[src/rtl/alu_decode_stage.sv]
// rtl/alu_decode_stage.sv - RV32I ID/EX stage decoding one instruction into ALU operation and operand controls
// Optional ALUDEC_IMMGEN_EN: build sign-extended I/S/B/U immediates here; otherwise IMM is tied to zero.
module alu_decode_stage #(
   parameter int CNT_W = 16
) (
   input  logic             clk,
   input  logic             reset,
   input  logic             in_valid,
   output logic             in_ready,
   input  logic [31:0]      instr,
   input  logic [31:0]      pc,
   input  logic             flush,
   output logic             out_valid,
   input  logic             out_ready,
   output logic [3:0]       operation,
   output logic [1:0]       src_a_sel,
   output logic             src_b_imm,
   output logic [4:0]       rs1,
   output logic [4:0]       rs2,
   output logic [4:0]       rd,
   output logic             reg_write,
   output logic             branch,
   output logic             br_invert,
   output logic [31:0]      imm,
   output logic [31:0]      pc_out,
   output logic             unsupported,
   output logic [CNT_W-1:0] unsupported_cnt
);

   localparam logic [3:0] OP_ADD = 4'b0000;
   localparam logic [3:0] OP_AND = 4'b0001;
   localparam logic [3:0] OP_OR  = 4'b0010;
   localparam logic [3:0] OP_SLL = 4'b0011;
   localparam logic [3:0] OP_SLT = 4'b0100;
   localparam logic [3:0] OP_SRL = 4'b0101;
   localparam logic [3:0] OP_SUB = 4'b0110;
   localparam logic [3:0] OP_XOR = 4'b0111;

   localparam logic [1:0] A_RS1  = 2'b00;
   localparam logic [1:0] A_PC   = 2'b01;
   localparam logic [1:0] A_ZERO = 2'b10;

   logic [6:0]  opcode;
   logic [2:0]  f3;
   logic [6:0]  f7;
   logic        accept;
   logic [3:0]  f3_op;
   logic        f3_ok;
   logic [3:0]  d_op;
   logic [1:0]  d_a;
   logic        d_bimm;
   logic        d_rw;
   logic        d_br;
   logic        d_inv;
   logic        d_uns;
   logic [31:0] d_imm;

   assign opcode   = instr[6:0];
   assign f3       = instr[14:12];
   assign f7       = instr[31:25];
   assign in_ready = !flush && (!out_valid || out_ready);
   assign accept   = in_valid && in_ready;

   // funct3 map shared by R-type and OP-IMM; 011 (SLTU/SLTIU) has no ALU op here
   always_comb begin
      f3_op = OP_ADD;
      f3_ok = 1'b1;
      case (f3)
         3'b000:  f3_op = OP_ADD;
         3'b001:  f3_op = OP_SLL;
         3'b010:  f3_op = OP_SLT;
         3'b100:  f3_op = OP_XOR;
         3'b101:  f3_op = OP_SRL;
         3'b110:  f3_op = OP_OR;
         3'b111:  f3_op = OP_AND;
         default: f3_ok = 1'b0;
      endcase
   end

   always_comb begin
      d_op   = OP_ADD;
      d_a    = A_RS1;
      d_bimm = 1'b0;
      d_rw   = 1'b0;
      d_br   = 1'b0;
      d_inv  = 1'b0;
      d_uns  = 1'b0;
      case (opcode)
         7'b0110011: begin
            d_rw = 1'b1;
            if (f7 == 7'b0100000 && f3 == 3'b000) d_op = OP_SUB;
            else if (f7 == 7'b0000000 && f3_ok)  d_op = f3_op;
            else                                  d_uns = 1'b1;
         end
         7'b0010011: begin
            d_bimm = 1'b1;
            d_rw   = 1'b1;
            d_op   = f3_op;
            if (!f3_ok || ((f3 == 3'b001 || f3 == 3'b101) && f7 != 7'b0000000)) d_uns = 1'b1;
         end
         7'b0000011: begin
            d_bimm = 1'b1;
            d_rw   = 1'b1;
         end
         7'b0100011: d_bimm = 1'b1;
         7'b0110111: begin
            d_a    = A_ZERO;
            d_bimm = 1'b1;
            d_rw   = 1'b1;
         end
         7'b0010111: begin
            d_a    = A_PC;
            d_bimm = 1'b1;
            d_rw   = 1'b1;
         end
         7'b1100011: begin
            d_br  = 1'b1;
            d_inv = f3[0];
            case (f3)
               3'b000, 3'b001: d_op = OP_SUB;
               3'b100, 3'b101: d_op = OP_SLT;
               default:        d_uns = 1'b1;
            endcase
         end
         default: d_uns = 1'b1;
      endcase
      // unsupported entries travel as harmless bubbles
      if (d_uns) begin
         d_op   = OP_ADD;
         d_a    = A_RS1;
         d_bimm = 1'b0;
         d_rw   = 1'b0;
         d_br   = 1'b0;
         d_inv  = 1'b0;
      end
   end

`ifdef ALUDEC_IMMGEN_EN
   always_comb begin
      d_imm = '0;
      case (opcode)
         7'b0010011, 7'b0000011: d_imm = {{20{instr[31]}}, instr[31:20]};
         7'b0100011:             d_imm = {{20{instr[31]}}, instr[31:25], instr[11:7]};
         7'b1100011:             d_imm = {{19{instr[31]}}, instr[31], instr[7], instr[30:25], instr[11:8], 1'b0};
         7'b0110111, 7'b0010111: d_imm = {instr[31:12], 12'b0};
         default:                d_imm = '0;
      endcase
      if (d_uns) d_imm = '0;
   end
`else
   assign d_imm = '0;
`endif

   always_ff @(posedge clk) begin
      if (reset) begin
         out_valid       <= 1'b0;
         operation       <= '0;
         src_a_sel       <= '0;
         src_b_imm       <= 1'b0;
         rs1             <= '0;
         rs2             <= '0;
         rd              <= '0;
         reg_write       <= 1'b0;
         branch          <= 1'b0;
         br_invert       <= 1'b0;
         imm             <= '0;
         pc_out          <= '0;
         unsupported     <= 1'b0;
         unsupported_cnt <= '0;
      end else if (flush) begin
         out_valid <= 1'b0;
      end else if (accept) begin
         out_valid   <= 1'b1;
         operation   <= d_op;
         src_a_sel   <= d_a;
         src_b_imm   <= d_bimm;
         rs1         <= instr[19:15];
         rs2         <= instr[24:20];
         rd          <= instr[11:7];
         reg_write   <= d_rw;
         branch      <= d_br;
         br_invert   <= d_inv;
         imm         <= d_imm;
         pc_out      <= pc;
         unsupported <= d_uns;
         if (d_uns && unsupported_cnt != {CNT_W{1'b1}})
            unsupported_cnt <= unsupported_cnt + CNT_W'(1);
      end else if (out_ready) begin
         out_valid <= 1'b0;
      end
   end

endmodule
[config.mk]
export PLATFORM = sky130hd
export DESIGN_NAME = alu_decode_stage
export DESIGN_NICKNAME = d
export VERILOG_FILES = /design/src/rtl/alu_decode_stage.sv
export SDC_FILE = /design/constraint.sdc
export NUM_CORES = 1
export LEC_CHECK = 0
export ABC_AREA = 1
export CAP_MARGIN = 40
export CORE_AREA = 4 4 128 130
export CTS_CLUSTER_DIAMETER = 80
export DETAILED_ROUTE_END_ITERATION = 16
export DIE_AREA = 0 0 132 134
export GPL_ROUTABILITY_DRIVEN = 0
export PLACE_DENSITY = 0.66
export SYNTH_ARGS = -nofsm -noshare
export SYNTH_HDL_FRONTEND = slang
export SYNTH_SLANG_ARGS = --single-unit
[constraint.sdc]
create_clock -name clk -period 1.65 [get_ports clk]
set_clock_uncertainty 0.05 [all_clocks]
set_input_delay 0.165 -clock clk [delete_from_list [all_inputs] [get_ports clk]]
set_output_delay 0.165 -clock clk [all_outputs]
set_load 0.01 [all_outputs]
=== After elaboration in Yosys (flattened, before gate mapping) ===
Cells that the tools add are included.

* Register bits after elaboration: 75
* Input port bits: 69
* Logic and storage cells: 80

* $add $sub $neg: 1
* Eq/ne operators: 15
* Multiplexer cells: 24
* Bitwise gates (word level): 1
* Reduce and logical (&&, ||, !) cells: 26

{| class="wikitable"
|+ Operator list
! operator !! count
|-
| $eq 7x6->1 const B || 4
|-
| $pmux 3 s6 || 1
|-
| $add 16x1->16 const B || 1
|-
| $ne 16x16->1 const B || 1
|-
| $mux 1 || 15
|-
| $eq 7x5->1 const B || 2
|-
| $eq 3x3->1 const B || 4
|-
| $mux 4 || 3
|-
| $pmux 4 s3 || 1
|-
| $reduce_or 5->1 || 2
|-
| $reduce_or 4->1 || 2
|-
| $eq 7x2->1 const B || 1
|-
| $eq 7x7->1 const B || 1
|-
| $logic_not 7->1 || 1
|-
| $reduce_bool 7->1 || 1
|-
| $reduce_or 7->1 || 1
|-
| $logic_and 1x1->1 || 6
|-
| $pmux 3 s2 || 1
|-
| $reduce_or 2->1 || 3
|-
| $pmux 1 s4 || 1
|-
| $pmux 2 s2 || 1
|-
| $eq 3x1->1 const B || 1
|-
| $eq 3x2->1 const B || 1
|-
| $logic_not 1->1 || 3
|-
| other kinds (7) || 9
|}

=== Depth between registers and ports, before layout ===
* Word-level depth: 9
* Mapped depth: 11
* Depth with buffers taken out: 10

=== Least setup slack after synthesis ===
OpenSTA, ideal clock, no wires.

* Path kind: reg-to-reg
* Start point: register unsupported_cnt[0]
* End point: register unsupported_cnt[9]
* Setup time: 0.070 ns
* Arrival: 1.623 ns
* Data required time: 1.530 ns
* Setup slack: -0.093 ns
* Stages on the path, launching flop included: 9
* Buffers on the path: 1
* Period minus slack after synthesis: 1.743 ns
* Cells stage by stage: dfxtp_1 ha_1 nand2_2 nor3_4 nand4_4 nand3_4 buf_12 nand2_2 a21oi_2

* Longest elaborated chain between the ends: 3

{| class="wikitable"
|+ Ends and longest elaborated chain
! what !! line !! RTL
|-
| start: declaration || 27 || <nowiki>output logic [CNT_W-1:0] unsupported_cnt</nowiki>
|-
| start signal: assignment || 187 || <nowiki>unsupported_cnt <= unsupported_cnt + CNT_W'(1);</nowiki>
|-
| branches (longest 3 deep; another with $add 16x1->16) || -- ||
|}

Several ways; the timed one is not identified.
A chain may end at the register's enable or synchronous reset.

=== Worst setup path after layout ===
* Start point: register unsupported_cnt[0]
* End point: register unsupported_cnt[1]

Same word-level chain as after synthesis.

==> results_dict.tcl <==
set metrics [dict create \
    async_flop_share_pct 0 \
    placed_cells 869 \
    grt_first_pass_wirelength_mm 17.55 \
    r2r_slack_ns 0.07 \
    leakage_nw 2.396 \
    synth_area_leaders "dfxtp_1 (40%), nand2_1 (16%), a21oi_1 (8.6%)" \
    synth.distinct_cells 31 \
    grtUsageTotal_pct 12.14 \
    synthMostInstantiatedCell "nand2_1" \
    met2_length_mm 5.496 \
    cts_hold_buffers 0 \
    finalHoldWorstSlack_ns 0.1973 \
    rsz0062_at_grt "true" \
    die_w_microns 132 \
    antenna_found_initial 0 \
    topRoutingLayerUsed "met4" \
    intPower_mw 3.427 \
    status "finished, final reports clean" \
    syn_inst 515 \
    start_util_pct 24.67 \
    cp.arrival_ns 1.79 \
    place_area_sq_um 5569 \
    p_per_area_nw_per_um2 752.1 \
    antenna-diode-count 0 \
    cp_max_fo 8 \
    grt_max_degree 31 \
    crit_path_start_kind "flop" \
    critPathKind "flop to flop" \
    ys_ff_latch 74 \
    synth_top_area_share_pct 39.65 \
    fp-row-count 45 \
    ys_seq_area_share_pct 39.65 \
    wl_per_cell_microns 12.66 \
    synth_edf_count 0 \
    irDropWorstVdd_v 0.0004224 \
    remaining_drc_errors 0 \
    grt_pass1_vias 3538 \
    cts.sinks 74 \
    synth_top_cell_by_area "dfxtp_1" \
    htreeDepth 3 \
    drive_gt1_share_pct 18.21 \
    synth_commonest_cells "nand2_1 (162), dfxtp_1 (74), a21oi_1 (64)" \
    io_buffers 143 \
    avgViaCountPerCell 4.292 \
    slew_viol_final 0 \
    wl_met3_microns 587 \
    wirelength_mm 11.28 \
    cts_tree "built" \
    cap_viol_max_count 0 \
    p_switching_mw 1.085 \
    fmax_mhz 631.6 \
    area_delta_synth_final_pct 60.58 \
    critPathRequiredTime_ns 1.85 \
    numCtsBuffers 9 \
    first_pass_iters 4 \
    comb_power_share_pct 15.1 \
    postRouteAntennaNets 0 \
    dp_hpwl_mm 8.310 \
    clock_latency_ns 0.33 \
    overflow 0 \
    die_y_microns 134 \
    finalSetupViolations 0 \
    wl_met1_mm 5.097 \
    min_path_type "input port to flop" \
    final_cell_area_sq_um 6000 \
    fillers 1547 \
    p_clk_share_pct 43.2 \
    die-area_sq_um 17690 \
    cts-root-buf "clkbuf_16" \
    p_sw_share_pct 24.05 \
    yosys_warnings 0 \
    yosys_most_used_dff "dfxtp_1" \
    core_area_sq_um 15150 \
    fin_nets 768 \
    num_vias 3824 \
    hold_viol_final 0 \
    pin_count 177 \
    fin_cells 891 \
    period_share_pct 95.96 \
    clock_path_buffers 2 \
    clk_pin_slew_ns 0.06 \
    drt_iter0_drc 144 \
    finalCriticalPeriod_ns 1.583 \
    syn-cell-area_sq_um 3736 \
    worstSetupEndpointType "flop" \
    synth.avg_cell_area_sq_um 7.255 \
    power_frac_seq_pct 41.7 \
]
-- worst paths after layout --
check | depth (start not counted) | end | startpoint
setup / recovery | 7 | unsupported_cnt[1] | unsupported_cnt[0]
hold / removal | 2 | branch | reset
setup reg to reg | 7 | unsupported_cnt[1] | unsupported_cnt[0]
hold reg to reg | 2 | pc_out[24] | pc_out[24]
-- cell usage in the layout (no fill, tap or decap), types with 9 or more instances in the layout --
master and instances:
nand2_1 157, clkdlybuf4s50_1 139, dfxtp_1 68, a21oi_1 63, buf_4 46, conb_1 33, inv_1 24, nand4_1 24
nor2_1 18, nand2_2 17, nand3_1 17, a21oi_2 11, clkbuf_16 10, o21ai_0 9
-- worst max-delay path, cell delays in order (launching register included) --
cell and delay (ns):
dfxtp_4 0.37, ha_4 0.16, nand2_4 0.06, nor3_4 0.24, nand4_4 0.21, nand3_4 0.21, nand2_2 0.06, a21oi_1 0.14
-- kinds of logic (layout without fill, tap and decap cells) --
family	Yosys count	in the layout	synth area share (%)
other	1	33	0.1004
DFF	74	74	39.65
and+or+nand+nor	256	257	31.85
buffers and inverters	88	243	13.26
AOI/OAI and AO/OA	86	86	12.69
xor gates and xnor gates	9	9	2.110
adders and majority gates	1	1	0.3348
-- what timing repair did --
action	CTS	global route
endpoints found under the hold margin	0	0
buffers inserted	0	4
gates cloned	0	2
pin swaps	0	22
gates resized for setup	1	22
endpoints found under the setup margin	1	20
-- layer usage --
metal / vias to the layer above / GRT usage [%]
met2: 123 / 20.64
li1: 1989 / -
met5: - / 0
met4: 0 / 3.326
met3: 9 / 3.638
met1: 1703 / 14.97
-- power by group through the flow --
| stage | clock (mW) | combinational, mW | sequential [mW] |
|---|---|---|---|
| finish | 1.95 | 0.683 | 1.88 |
| global route | 2.08 | 0.741 | 1.89 |
| CTS | 2.02 | 0.675 | 1.88 |
| detailed placement | 0 | 0.675 | 1.92 |
| global placement | 0 | 0.672 | 1.92 |
| floorplan | 0 | 0.301 | 1.95 |
-- state kept, by name, summed over array words and instances, names as in the netlist --
signal,count
br_invert,1
branch,1
operation,3
out_valid,1
pc_out,32
rd,5
reg_write,1
rs1,5
rs2,5
src_a_sel,2
src_b_imm,1
unsupported,1
unsupported_cnt,16
-- per-stage QoR --
| step | power, mW | setup slack [ns] | setup TNS, ns | utilization (%) |
|---|---|---|---|---|
| final | 4.512 | 0.06667 | 0 | 39.61 |
| after global placement | 2.593 | -0.2217 | -4.394 | 36.77 |
| after CTS | 4.581 | 0.01952 | 0 | 38.73 |
| after detailed placement | 2.596 | -0.2508 | -4.844 | 36.77 |
| after floorplan | 2.251 | 0.03883 | 0 | - |
| after global routing | 4.712 | -0.02733 | -0.1631 | 39.61 |
-- cell type report --
| cell class | instances | area [sq um] | area share, % |
|---|---|---|---|
| inverters | 31 | 116.4 | 1.940 |
| repair buffers | 196 | 1916 | 31.93 |
| clock buffers | 12 | 246.5 | 4.108 |
| clock inverters | 4 | 51.30 | 0.8551 |
| flip-flops and latches | 74 | 1494 | 24.90 |
| multi-input cells | 386 | 1941 | 32.35 |
| well taps | 188 | 235.2 | 3.921 |
No activity file was read; power rests on OpenSTA's default activity.
